File: src/rtl/conv_pkg.sv
// Shared widths and constants for the 3x3 convolution datapath.
// Derived widths below describe the default 8-bit configuration.
package conv_pkg;

  localparam int DEF_NB_COEFF    = 8;
  localparam int DEF_NB_DATA     = 8;
  localparam int DEF_NB_OUTPUT   = 8;
  localparam int DEF_KERNEL_SIZE = 9;

  localparam int NB_PROD     = DEF_NB_DATA + DEF_NB_COEFF + 1;
  localparam int NB_ACC      = NB_PROD + 4;
  localparam int NB_FRAC     = DEF_NB_COEFF - 1;
  localparam int ROUND_CONST = 1 << (NB_FRAC - 1);
  localparam int CENTER_TAP  = 4;

endpackage

File: src/rtl/conv_2d_3x3_round_sat.sv
// Converts the full-precision signed accumulator to an unsigned output pixel.
// Rounds to nearest (ties toward +inf), then clamps to [0, 2^OUT_W-1].
module round_sat
  import conv_pkg::*;
#(
  parameter int ACC_W  = NB_ACC,
  parameter int FRAC_W = NB_FRAC,
  parameter int OUT_W  = DEF_NB_OUTPUT
) (
  input  logic signed [ACC_W-1:0] acc,
  output logic        [OUT_W-1:0] pixel
);

  localparam logic signed [ACC_W-1:0] RND     = ACC_W'(1 << (FRAC_W - 1));
  localparam logic signed [ACC_W-1:0] MAX_VAL = ACC_W'((1 << OUT_W) - 1);

  logic signed [ACC_W-1:0] rounded;
  logic signed [ACC_W-1:0] shifted;

  // The accumulator has four bits of headroom, so adding the rounding constant cannot wrap.
  always_comb begin
    rounded = acc + RND;
    shifted = rounded >>> FRAC_W;
    if (shifted[ACC_W-1]) begin
      pixel = '0;
    end else if (shifted > MAX_VAL) begin
      pixel = '1;
    end else begin
      pixel = shifted[OUT_W-1:0];
    end
  end

endmodule

File: src/rtl/conv_2d_3x3.sv
// Single-cycle 3x3 convolution: nine signed multipliers, an adder tree,
// round/saturate and one output register (latency 1 clock).
module conv_2d_3x3
  import conv_pkg::*;
#(
  parameter int NB_COEFF    = DEF_NB_COEFF,
  parameter int NB_DATA     = DEF_NB_DATA,
  parameter int NB_OUTPUT   = DEF_NB_OUTPUT,
  parameter int KERNEL_SIZE = DEF_KERNEL_SIZE
) (
  input  logic                            clk,
  input  logic                            i_rst,
  input  logic [NB_COEFF*KERNEL_SIZE-1:0] i_kernel,
  input  logic [NB_DATA*KERNEL_SIZE-1:0]  i_data,
  output logic [NB_OUTPUT-1:0]            o_pixel
);

  localparam int PROD_W = NB_DATA + NB_COEFF + 1;
  localparam int ROW_W  = PROD_W + 2;
  localparam int ACC_W  = PROD_W + 4;
  localparam int FRAC_W = NB_COEFF - 1;

  if (KERNEL_SIZE != 9) begin : g_bad_kernel_size
    $error("conv_2d_3x3 supports only KERNEL_SIZE = 9");
  end

  logic signed [PROD_W-1:0] prod [KERNEL_SIZE];
  logic signed [ROW_W-1:0]  row_sum [3];
  logic signed [ACC_W-1:0]  acc;
  logic        [NB_OUTPUT-1:0] pixel_next;

  // Pixels are unsigned, so a zero bit is prepended before the signed multiply.
  for (genvar k = 0; k < KERNEL_SIZE; k++) begin : g_tap
    logic signed [PROD_W-1:0] data_ext;
    logic signed [PROD_W-1:0] coeff_ext;
    assign data_ext  = PROD_W'($signed({1'b0, i_data[k*NB_DATA +: NB_DATA]}));
    assign coeff_ext = PROD_W'($signed(i_kernel[k*NB_COEFF +: NB_COEFF]));
    assign prod[k]   = data_ext * coeff_ext;
  end

  for (genvar r = 0; r < 3; r++) begin : g_row
    assign row_sum[r] = ROW_W'(prod[3*r]) + ROW_W'(prod[3*r+1]) + ROW_W'(prod[3*r+2]);
  end

  assign acc = ACC_W'(row_sum[0]) + ACC_W'(row_sum[1]) + ACC_W'(row_sum[2]);

  round_sat #(
    .ACC_W  (ACC_W),
    .FRAC_W (FRAC_W),
    .OUT_W  (NB_OUTPUT)
  ) u_round_sat (
    .acc   (acc),
    .pixel (pixel_next)
  );

  always_ff @(posedge clk or posedge i_rst) begin
    if (i_rst) begin
      o_pixel <= '0;
    end else begin
      o_pixel <= pixel_next;
    end
  end

endmodule

File: config.mk
export PLATFORM = sky130hd
export DESIGN_NAME = conv_2d_3x3
export DESIGN_NICKNAME = d
export VERILOG_FILES = /design/src/rtl/conv_pkg.sv /design/src/rtl/conv_2d_3x3_round_sat.sv /design/src/rtl/conv_2d_3x3.sv
export SDC_FILE = /design/constraint.sdc
export NUM_CORES = 1
export LEC_CHECK = 0
export CORE_ASPECT_RATIO = 0.6
export CORE_UTILIZATION = 45
export CTS_CLUSTER_SIZE = 12
export DETAILED_ROUTE_END_ITERATION = 12
export SYNTH_ARGS = -nofsm -noshare
export SYNTH_HDL_FRONTEND = slang
export SYNTH_SLANG_ARGS = --single-unit
export TNS_END_PERCENT = 1
File: constraint.sdc
create_clock -name clk -period 0.8 [get_ports clk]
set_input_delay 0.12 -clock clk [delete_from_list [all_inputs] [get_ports clk]]
set_output_delay 0.12 -clock clk [all_outputs]
set_load 0.01 [all_outputs]
-- After elaboration in Yosys (flattened, before gate mapping)
Cells that the tools add are included.
- flip-flop bits (word level): 8
- add/sub/neg operators: 9
- multipliers: 9
- $lt $le $gt $ge: 1
- mux-type cells: 2
- operators with widths (operator ; number):
    $mul 9x8->17 ; 9
    $add 18x17->19 ; 3
    $add 17x17->18 ; 3
    $add 20x19->21 ; 1
    $add 21x8->21 const B ; 1
    $add 19x19->20 ; 1
    $mux 8 ; 2
    $gt 14x9->1 const B ; 1

-- Longest topological paths before layout
Gate-level depths: netlist of run 1.
- depth in word-level cells: 9
- gate-level depth with buffers: 29
- depth with buffers taken out: 28

-- Modules after synthesis
Synthesis of run 1 repeated with hierarchy kept, for this count alone.
- cell total of the unflattened synthesis: 2359
- area, all modules: 22425.3 um2
- by module, submodules not included (module ; instances ; cells an instance ; area each (um2)):
    conv_2d_3x3 ; 1 ; 2313 ; 22105.0
    round_sat ; 1 ; 46 ; 320.3

-- Least setup slack after synthesis of run 1
Ideal clock, no wire load.
- kind: input-to-reg
- start: input i_kernel[1]
- end: register o_pixel[6]
- arrival: 7544 ps
- data required time: 654 ps
- path slack: -6891 ps
- stages on the path: 26
- path through: nand2_1 fa_1 inv_1 fa_1 inv_1 fa_1 inv_1 fa_1 inv_1 fa_1 inv_1 fa_1 inv_1 fa_1 fa_1 fa_1 inv_1 fa_1 ha_1 and4b_1 a221o_1 a221o_2 a21oi_4 o21ai_2 a2111oi_4 a21oi_1
- longest elaborated chain between the ends: 9
- ends and longest elaborated chain (what ; RTL line ; RTL):
    start, declared ; conv_2d_3x3.sv:13 ; input logic [NB_COEFF*KERNEL_SIZE-1:0] i_kernel,
    $mul 9x8->17 * ; conv_2d_3x3.sv:38 ; assign prod[k] = data_ext * coeff_ext;
    $add 17x17->18 * ; conv_2d_3x3.sv:42 ; assign row_sum[r] = ROW_W'(prod[3*r]) + ROW_W'(prod[3*r+1]) + ROW_W'(prod[3*r+2]);
    $add 18x17->19 * ; conv_2d_3x3.sv:42 ;
    $add 19x19->20 * ; conv_2d_3x3.sv:45 ; assign acc = ACC_W'(row_sum[0]) + ACC_W'(row_sum[1]) + ACC_W'(row_sum[2]);
    $add 20x19->21 * ; conv_2d_3x3.sv:45 ;
    $add 21x8->21 * ; conv_2d_3x3_round_sat.sv:22 ; rounded = acc + RND;
    $gt 14x9->1 ; conv_2d_3x3_round_sat.sv:26 ; end else if (shifted > MAX_VAL) begin
    $mux 8 ; conv_2d_3x3_round_sat.sv:26 ;
    $mux 8 * ; conv_2d_3x3_round_sat.sv:24 ; if (shifted[ACC_W-1]) begin
    net pixel_next[6] ; conv_2d_3x3.sv:30 ; logic [NB_OUTPUT-1:0] pixel_next;
    end signal, assigned ; conv_2d_3x3.sv:60 ; o_pixel <= pixel_next;
    end, declared ; conv_2d_3x3.sv:15 ; output logic [NB_OUTPUT-1:0] o_pixel
The timed path passes the listed nets; every way through them passes the cells marked *.

-- Worst setup path in the final report of run 1
- start: input i_data[5]
- end: register o_pixel[1]
- longest elaborated chain between the ends: 9
- ends and longest elaborated chain (what ; RTL line ; RTL):
    start, declared ; conv_2d_3x3.sv:14 ; input logic [NB_DATA*KERNEL_SIZE-1:0] i_data,
    $mul 9x8->17 * ; conv_2d_3x3.sv:38 ;
    $add 17x17->18 * ; conv_2d_3x3.sv:42 ;
    $add 18x17->19 * ; conv_2d_3x3.sv:42 ;
    $add 19x19->20 * ; conv_2d_3x3.sv:45 ;
    $add 20x19->21 * ; conv_2d_3x3.sv:45 ;
    $add 21x8->21 * ; conv_2d_3x3_round_sat.sv:22 ;
    $gt 14x9->1 ; conv_2d_3x3_round_sat.sv:26 ;
    $mux 8 ; conv_2d_3x3_round_sat.sv:26 ;
    $mux 8 * ; conv_2d_3x3_round_sat.sv:24 ;
    net pixel_next[1] ; conv_2d_3x3.sv:30 ;
Marked as above.

==> results.toml, run 1 <==
[detailed_routing]
wirelength_microns = 66360
wl_per_cell_microns = 19.64
viasPerCell = 4.765
vias = 16100
first_iter_violations = 1095
drc = 0
ant_nets = 0
drt_pass1_iterations = 5

[global_routing]
grt_pass1_wl_microns = 105600
grt_pass1_vias = 17640
antenna_found_initial = 2
grt_overflow = 0
grt_start_max_net_pins = 9
grt_usage_pct = 28.49

[critical_path]
crit_family = "adder cells"
slowest_stage = "fa_1"
end_kind = "register"
critPathBufInv = 8
crit_path_start_kind = "input pin"
critical_path_class = "in2reg"
path_common_cell = "fa_1"
crit_arrival_ns = 8.07
critical_path_required_ns = 0.91
slowest_delay_ns = 0.54
critPathMaxFanout = 8

[logic_synthesis]
syn_avg_cell_area_sq_um = 9.528
synth-main-ff-cell = "dfrtp_1"
synth_area_sq_mm = 0.02183
syn-num-nets = 3300
synth.distinct_cells = 37
yosysSeqAreaShare_pct = 0.9171
syn_inst = 2291
synth_warnings = 0
synth-edff-count = 0
synthArstFlopShare_pct = 100.0
synth-seq-cells = 8

[placement]
gp_congestion = 0.9323
placed_area_sq_mm = 0.02630
placed_cells = 3366
hpwl_microns = 63220
place_ws_ns = -7.687
port_buffers = 153

[floorplanning]
core_sq_mm = 0.04786
io_pins = 154
rows = 62
die-width_microns = 286.3
die-area_sq_mm = 0.04942
initial_utilization_pct = 45.61
die_h_microns = 172.6

[worst_hold_path]
hold_class = "in2async"

[final_layout]
final_cells = 3379
area_growth_pct = 21.77
final_nets = 3748
drive_above_1_share_pct = 13.99
reg_top3 = "o_pixel (8)"
regMostFlops = "o_pixel"
final_area_sq_mm = 0.02658
largest_reg_flops = 8

[sta]
hold_viol = 0
finalCriticalPeriod_ns = 7.965
setup_ws_ns = -7.165
fin_setup_tns_ns = -57.56
tightest_slew_ns = 0.5112
finalCritPeriodShare_pct = 995.6
finalSetupViolations = 16
drv_slew = 0
rsz0062_at_grt = "yes"
relSlewSlack_pct = 65.56
max_freq_ghz = 0.1255

[clock_network]
cts_tree = "built"
cts_sinks = 8
cts-buffers-inserted = 3
ctsHoldBuffers = 0
cts_max_level = 1
cts-root-buf = "clkbuf_16"
clk_pin_slew_ns = 0.04
cts_buffer_depth = 2

[status]
status = "finished, violations left"
violations = "setup timing"

[flow_run]
cap_violations = 0
## stage by stage
step | util [%] | hold slack, ns
after floorplan | - | -0.06434
after global placement | 54.95 | 0.3718
after detailed placement | 54.95 | 0.3929
after CTS | 54.96 | 0.1583
after global routing | 55.53 | 0.1834
final | 55.54 | 0.1407
## per-layer routing
metal  wire, microns  track usage, %  vias to the layer above
li1                -               -                     7395
met5              13               0                        -
met3            6984           7.559                       35
met4             529           2.139                        2
met1           34320           48.35                     8074
met2           24510           36.48                      594
## layout by cell type (no fill, tap or decap), types with 3 or more instances in the layout
cell	n
a21o_1	6
fa_1	553
dlymetal6s2s_1	42
nor2_1	39
a21oi_1	21
and2_4	6
xor2_1	6
dlygate4sd2_1	44
clkbuf_2	23
buf_6	16
buf_2	7
and2_1	319
nand3_1	3
clkdlybuf4s15_1	7
dfrtp_1	8
inv_2	6
nor2b_1	15
clkbuf_16	3
nand2b_1	21
inv_1	741
buf_4	276
ha_4	6
o21ai_0	4
fa_2	20
clkdlybuf4s50_1	29
ha_1	282
nand2_1	184
xnor2_1	16
## path summary, 6_finish.rpt
path | start | to | slack [ns] | cells past startpoint
min | i_rst | o_pixel[1]$_DFF_PP0_ | 0.14 | 2
max in group asynchronous | i_rst | o_pixel[7]$_DFF_PP0_ | 0.44 | 2
min in group clk | o_pixel[6]$_DFF_PP0_ | o_pixel[6] | 0.78 | 1
max | i_data[5] | o_pixel[1]$_DFF_PP0_ | -7.17 | 27
## synth_stat cells, drive strengths merged, types with 2 or more instances
cell type	n	area, sq um
xor2	6	52.55
fa	573	11470
ha	290	3628
clkbuf	2	7.510
nand2b	22	137.6
and2	325	2033
inv	746	2800
a221o	2	21.27
nor2	41	153.9
a21oi	24	131.4
nor2b	15	93.84
o21bai	2	15.01
a21o	6	45.04
xnor2	16	140.1
and3	2	12.51
dfrtp	8	200.2
or2	2	12.51
and4b	2	20.02
nor3	2	10.01
nand2	185	694.4
nand3	3	15.01
o21ai	6	33.78
## cell type report
type	count	area (sq um)
fillers	4370	21280
multi-input cells	1534	19000
repair buffers	445	3694
inverters	747	2804
well taps	640	800.8
flip-flops and latches	8	200.2
clock buffers	3	75.07
diodes	2	5.005
## repair_timing
action | in CTS | in global routing
pin swaps | 6 | 59
buffers inserted | 1 | 7
setup endpoints to repair | 16 | 16
gates resized for setup | 119 | 148
gates cloned | 0 | 0
## cell families (layout without fill, tap and decap cells)
family | after synthesis | in the layout | share of synthesized area (%)
buffers and inverters | 749 | 1195 | 12.88
flip-flops | 8 | 8 | 0.9171
XOR/XNOR | 22 | 22 | 0.8827
AO/OA/AOI/OAI | 48 | 48 | 1.507
adder cells (fa/ha/maj) | 863 | 863 | 69.17
other | 0 | 2 | 0
AND/OR/NAND/NOR | 601 | 601 | 14.64
Power of run 1 is left out: the tool's default activity adds up to more than one toggle a clock period on the data nets, which glitch-free logic cannot reach.
==> run 2: changes to the inputs <==
--- a/config.mk
+++ b/config.mk
@@ -5,11 +5,15 @@
 export SDC_FILE = /design/constraint.sdc
 export NUM_CORES = 1
 export LEC_CHECK = 0
+export CELL_PAD_IN_SITES_DETAIL_PLACEMENT = 0
+export CELL_PAD_IN_SITES_GLOBAL_PLACEMENT = 1
 export CORE_ASPECT_RATIO = 0.6
 export CORE_UTILIZATION = 45
 export CTS_CLUSTER_SIZE = 12
 export DETAILED_ROUTE_END_ITERATION = 12
+export PLACE_DENSITY_LB_ADDON = 0.1
 export SYNTH_ARGS = -nofsm -noshare
 export SYNTH_HDL_FRONTEND = slang
+export SYNTH_HIERARCHICAL = 1
 export SYNTH_SLANG_ARGS = --single-unit
 export TNS_END_PERCENT = 1
==> run 2 against run 1 <==
  * The run still ends with setup timing left
  * Utilization is 2.6 points higher
  * Clock-buffer cell count stayed put
  * Via count is 3.5% higher
  * Maximum frequency is 6.3% lower
  * Worst hold slack worse by 0.0031 ns
  * Sequential cell count stayed put
  * First-iteration DRC count is 11% lower
  * Synthesized cell count is 2.9% higher
  * Worst setup slack worse by 0.53 ns
  * Die area is 2.6% higher
  * Synthesized area is 2.7% higher
  * Largest cell class unchanged
  * Highest routed layer unchanged
==> results.toml, run 2 <==
[detailed_routing]
drt_pass1_iterations = 5
vias = 16660
wirelength_microns = 66060
viasPerCell = 4.780
ant_nets = 0
first_iter_violations = 971
wl_per_cell_microns = 18.96
drc = 0

[logic_synthesis]
synth_warnings = 6
syn_avg_cell_area_sq_um = 9.509
synth_area_sq_mm = 0.02241
syn_inst = 2357
syn-num-nets = 3371

[global_routing]
grt_overflow = 0
antenna_found_initial = 3
grt_pass1_vias = 17940
grt_start_max_net_pins = 11
grt_usage_pct = 27.35
grt_pass1_wl_microns = 104900

[critical_path]
crit_arrival_ns = 8.60
critPathMaxFanout = 8
slowest_stage = "fa_2"
critical_path_required_ns = 0.91
end_kind = "register"
critical_path_class = "in2reg"
slowest_delay_ns = 0.63
crit_path_start_kind = "input pin"
path_common_cell = "fa_1"

[status]
status = "finished, violations left"
violations = "setup timing"

[sta]
hold_ws_ns = 0.1376
drv_slew = 0
setup_ws_ns = -7.698
hold_viol = 0
max_freq_ghz = 0.1177
finalCriticalPeriod_ns = 8.498
tightest_slew_ns = 0.4070
finalSetupViolations = 16
finalCritPeriodShare_pct = 1062
rsz0062_at_grt = "yes"
relSlewSlack_pct = 72.82

[final_layout]
fin_util_pct = 58.14
fillCellCount = 4332
drive_above_1_share_pct = 19.25
largest_reg_flops = 8
regMostFlops = "o_pixel"
reg_top3 = "o_pixel (8)"
final_cell_mix = "inv_1, fa_1, and2_1, ha_1, buf_4"
final_nets = 3858
area_growth_pct = 25.76
final_common_cell = "inv_1"

[worst_hold_path]
hold_class = "in2async"

[floorplanning]
initial_utilization_pct = 46.23
core_sq_mm = 0.04848
die-width_microns = 290.1
rows = 62
io_pins = 154
die-area_sq_mm = 0.05073
die_h_microns = 174.9

[clock_network]
cts_max_level = 1
cts-buffers-inserted = 3
clk_pin_slew_ns = 0.03
cts_sinks = 8
cts-root-buf = "clkbuf_16"
ctsHoldBuffers = 0
cts_buffer_depth = 2
cts_tree = "built"

[placement]
gp_congestion = 1.017
hpwl_microns = 62180
port_buffers = 153

[flow_run]
cap_violations = 0
run 2: per-stage QoR:
stage | cells | TNS [ns] | cell area [sq um] | worst slack, ns
after floorplan | 2357 | -55.69 | 22540 | -6.961
after CTS | 3447 | -63.64 | 27190 | -7.929
after global routing | 3483 | -63.35 | 28180 | -7.876
after detailed placement | 3443 | -67.99 | 27100 | -8.354
after global placement | 3443 | -66.72 | 27100 | -8.180
final | 3485 | -61.74 | 28190 | -7.698
run 2: what timing repair did:
item,in CTS,in global routing
setup endpoints to repair,16,16
pin swaps,15,175
buffers inserted,1,35
resized for setup,76,378
endpoints found under the hold margin,0,0
run 2: worst max-delay path by stage:
stage                                       to  slack, ns          from
after floorplan           o_pixel[0]$_DFF_PP0_      -6.96    i_data[59]
after global placement    o_pixel[4]$_DFF_PP0_      -8.18    i_data[29]
after global routing      o_pixel[5]$_DFF_PP0_      -7.88  i_kernel[21]
after CTS                 o_pixel[7]$_DFF_PP0_      -7.93  i_kernel[26]
final                     o_pixel[5]$_DFF_PP0_      -7.70    i_data[32]
after detailed placement  o_pixel[7]$_DFF_PP0_      -8.35  i_kernel[42]
run 2: worst max-delay path, delay by kind of cell:
family                   cells  cell delay (ns)
adder cells (fa/ha/maj)     11             5.48
AO/OA/AOI/OAI                5             0.90
buffers and inverters        6             0.81
XOR/XNOR                     1             0.12
AND/OR/NAND/NOR              5             1.12
run 2: routing by layer:
metal	track usage, %	up-vias	wire length (microns)
met4	1.618	2	357
met2	34.76	508	24680
li1	-	7742	-
met3	7.644	21	6162
met5	0.2814	-	13
met1	46.19	8384	34850
run 2: layout make-up:
cell class                 count  area [sq um]  share of cell area, %
inverter                     743          2793                  9.908
sequential                     8         200.2                 0.7102
tap                          640         800.8                  2.841
multi-input combinational   1603         20000                  70.97
timing repair buffer         485          4307                  15.28
clock buffer                   3         75.07                 0.2663
antenna                        3         7.507                0.02663
Power of run 2 is left out for the same reason.
==> run 3: changes to the inputs <==
--- a/config.mk
+++ b/config.mk
@@ -5,9 +5,11 @@
 export SDC_FILE = /design/constraint.sdc
 export NUM_CORES = 1
 export LEC_CHECK = 0
+export CAP_MARGIN = 10
 export CELL_PAD_IN_SITES_DETAIL_PLACEMENT = 0
 export CELL_PAD_IN_SITES_GLOBAL_PLACEMENT = 1
 export CORE_ASPECT_RATIO = 0.6
+export CORE_MARGIN = 3
 export CORE_UTILIZATION = 45
 export CTS_CLUSTER_SIZE = 12
 export DETAILED_ROUTE_END_ITERATION = 12
==> run 3 against run 2 <==
  * The flow still finishes with violations (setup timing)
  * Clock-buffer cell count stayed put
  * Highest routed layer unchanged
  * Utilization down 1.5 points
  * Die area up 3.7%
==> results.toml, run 3 (synthesis results as in run 2) <==
[status]
status = "finished, violations left"
violations = "setup timing"

[critical_path]
cp-startpoint = "i_kernel[59]"
end_kind = "register"
slowest_delay_ns = 0.60
worstSetupEndpoint = "o_pixel[1]$_DFF_PP0_"
critPathMaxFanout = 8
worst-path-stages = 28
slowest_stage = "fa_1"
crit_arrival_ns = 8.71
critical_path_required_ns = 0.91
path_common_cell = "fa_1"
crit_path_start_kind = "input pin"
crit_family = "adder cells"
critical_path_class = "in2reg"
critPathBufInv = 6

[floorplanning]
core_sq_mm = 0.04848
die_h_microns = 178.9
die-area_sq_mm = 0.05261
initial_utilization_pct = 46.23
rows = 62
io_pins = 154
die-width_microns = 294.1

[final_layout]
final_cell_mix = "inv_1, fa_1, and2_1, ha_1, buf_4"
drive_above_1_share_pct = 13.83
fillCellCount = 4421
area_growth_pct = 22.51
final_common_cell = "inv_1"
regMostFlops = "o_pixel"
fin_util_pct = 56.63
largest_reg_flops = 8
reg_top3 = "o_pixel (8)"
final_nets = 3835
regArea_sq_um = 200.2
multi_input_area_sq_mm = 0.01977
n_antenna_cell = 0

[flow_run]
cap_violations = 0

[clock_network]
cts_buffer_depth = 2
ctsHoldBuffers = 0
clk_pin_slew_ns = 0.03
cts_tree = "built"
cts-root-buf = "clkbuf_16"
cts_max_level = 1
cts_sinks = 8
cts-buffers-inserted = 3

[placement]
gp_congestion = 0.9859
port_buffers = 153
hpwl_microns = 63670

[detailed_routing]
wirelength_microns = 67120
wl_per_cell_microns = 19.41
first_iter_violations = 929
drt_pass1_iterations = 5
vias = 16640
ant_nets = 0
drc = 0
viasPerCell = 4.812

[sta]
fin_setup_tns_ns = -62.56
finalSetupViolations = 16
tightest_slew_ns = 0.4673
setup_ws_ns = -7.801
finalCriticalPeriod_ns = 8.601
max_freq_ghz = 0.1163
rsz0062_at_grt = "yes"
finalCritPeriodShare_pct = 1075
drv_slew = 0
relSlewSlack_pct = 68.56
hold_viol = 0

[global_routing]
grt_usage_pct = 27.15
grt_pass1_wl_microns = 106900
grt_pass1_vias = 17860
antenna_found_initial = 6
grt_start_max_net_pins = 11
grt_overflow = 0

[worst_hold_path]
hold_class = "in2async"
-- run 3: cell count changes in the layout (fill, tap and decap cells not counted), sizes merged --
cell / change
dlymetal6s2s: -101
diode: -3
buf: -27
clkdlybuf4s50: +63
clkdlybuf4s15: +2
dlygate4sd2: +76
clkbuf: -36
-- run 3: cell type report --
class,instances,share of cell area [%]
timing repair buffer,462,13.91
multi-input combinational,1603,72.00
sequential,8,0.7291
tap,640,2.916
clock buffer,3,0.2734
inverter,743,10.17
-- run 3: metal layers --
layer | GRT usage [%] | vias to the layer above | share of wire [%]
met3 | 6.599 | 23 | 9.8
li1 | - | 7694 | -
met1 | 47.17 | 8362 | 53
met5 | 0 | - | 0.027
met4 | 0.8098 | 4 | 0.40
met2 | 34.34 | 561 | 36
-- run 3: worst min-delay path by stage --
stage / from / end / slack, ns / cells past startpoint
2_1_floorplan: i_rst / o_pixel[0]$_DFF_PP0_ / -0.06 / 1
3_3_place_gp: i_rst / o_pixel[7]$_DFF_PP0_ / 0.36 / 2
3_5_place_dp: i_rst / o_pixel[4]$_DFF_PP0_ / 0.39 / 2
4_1_cts: i_rst / o_pixel[7]$_DFF_PP0_ / 0.14 / 2
5_1_grt: i_rst / o_pixel[0]$_DFF_PP0_ / 0.17 / 2
6_report: i_rst / o_pixel[0]$_DFF_PP0_ / 0.14 / 2
-- run 3: repair_timing --
action	in CTS	in global routing
pin swaps	52	9
setup buffers	7	1
setup endpoints to repair	16	16
resized for setup	169	8
-- run 3: per-stage QoR --
step | instance area [sq um] | setup slack (ns) | hold WS (ns) | instances
4_1_cts | 27420 | -7.733 | 0.1419 | 3458
3_3_place_gp | 27140 | -8.322 | 0.3641 | 3448
5_1_grt | 27460 | -8.014 | 0.1734 | 3459
2_1_floorplan | 22540 | -6.961 | -0.06434 | 2357
3_5_place_dp | 27140 | -8.394 | 0.3871 | 3448
6_report | 27460 | -7.801 | 0.1361 | 3459
Power of run 3 is left out for the same reason.
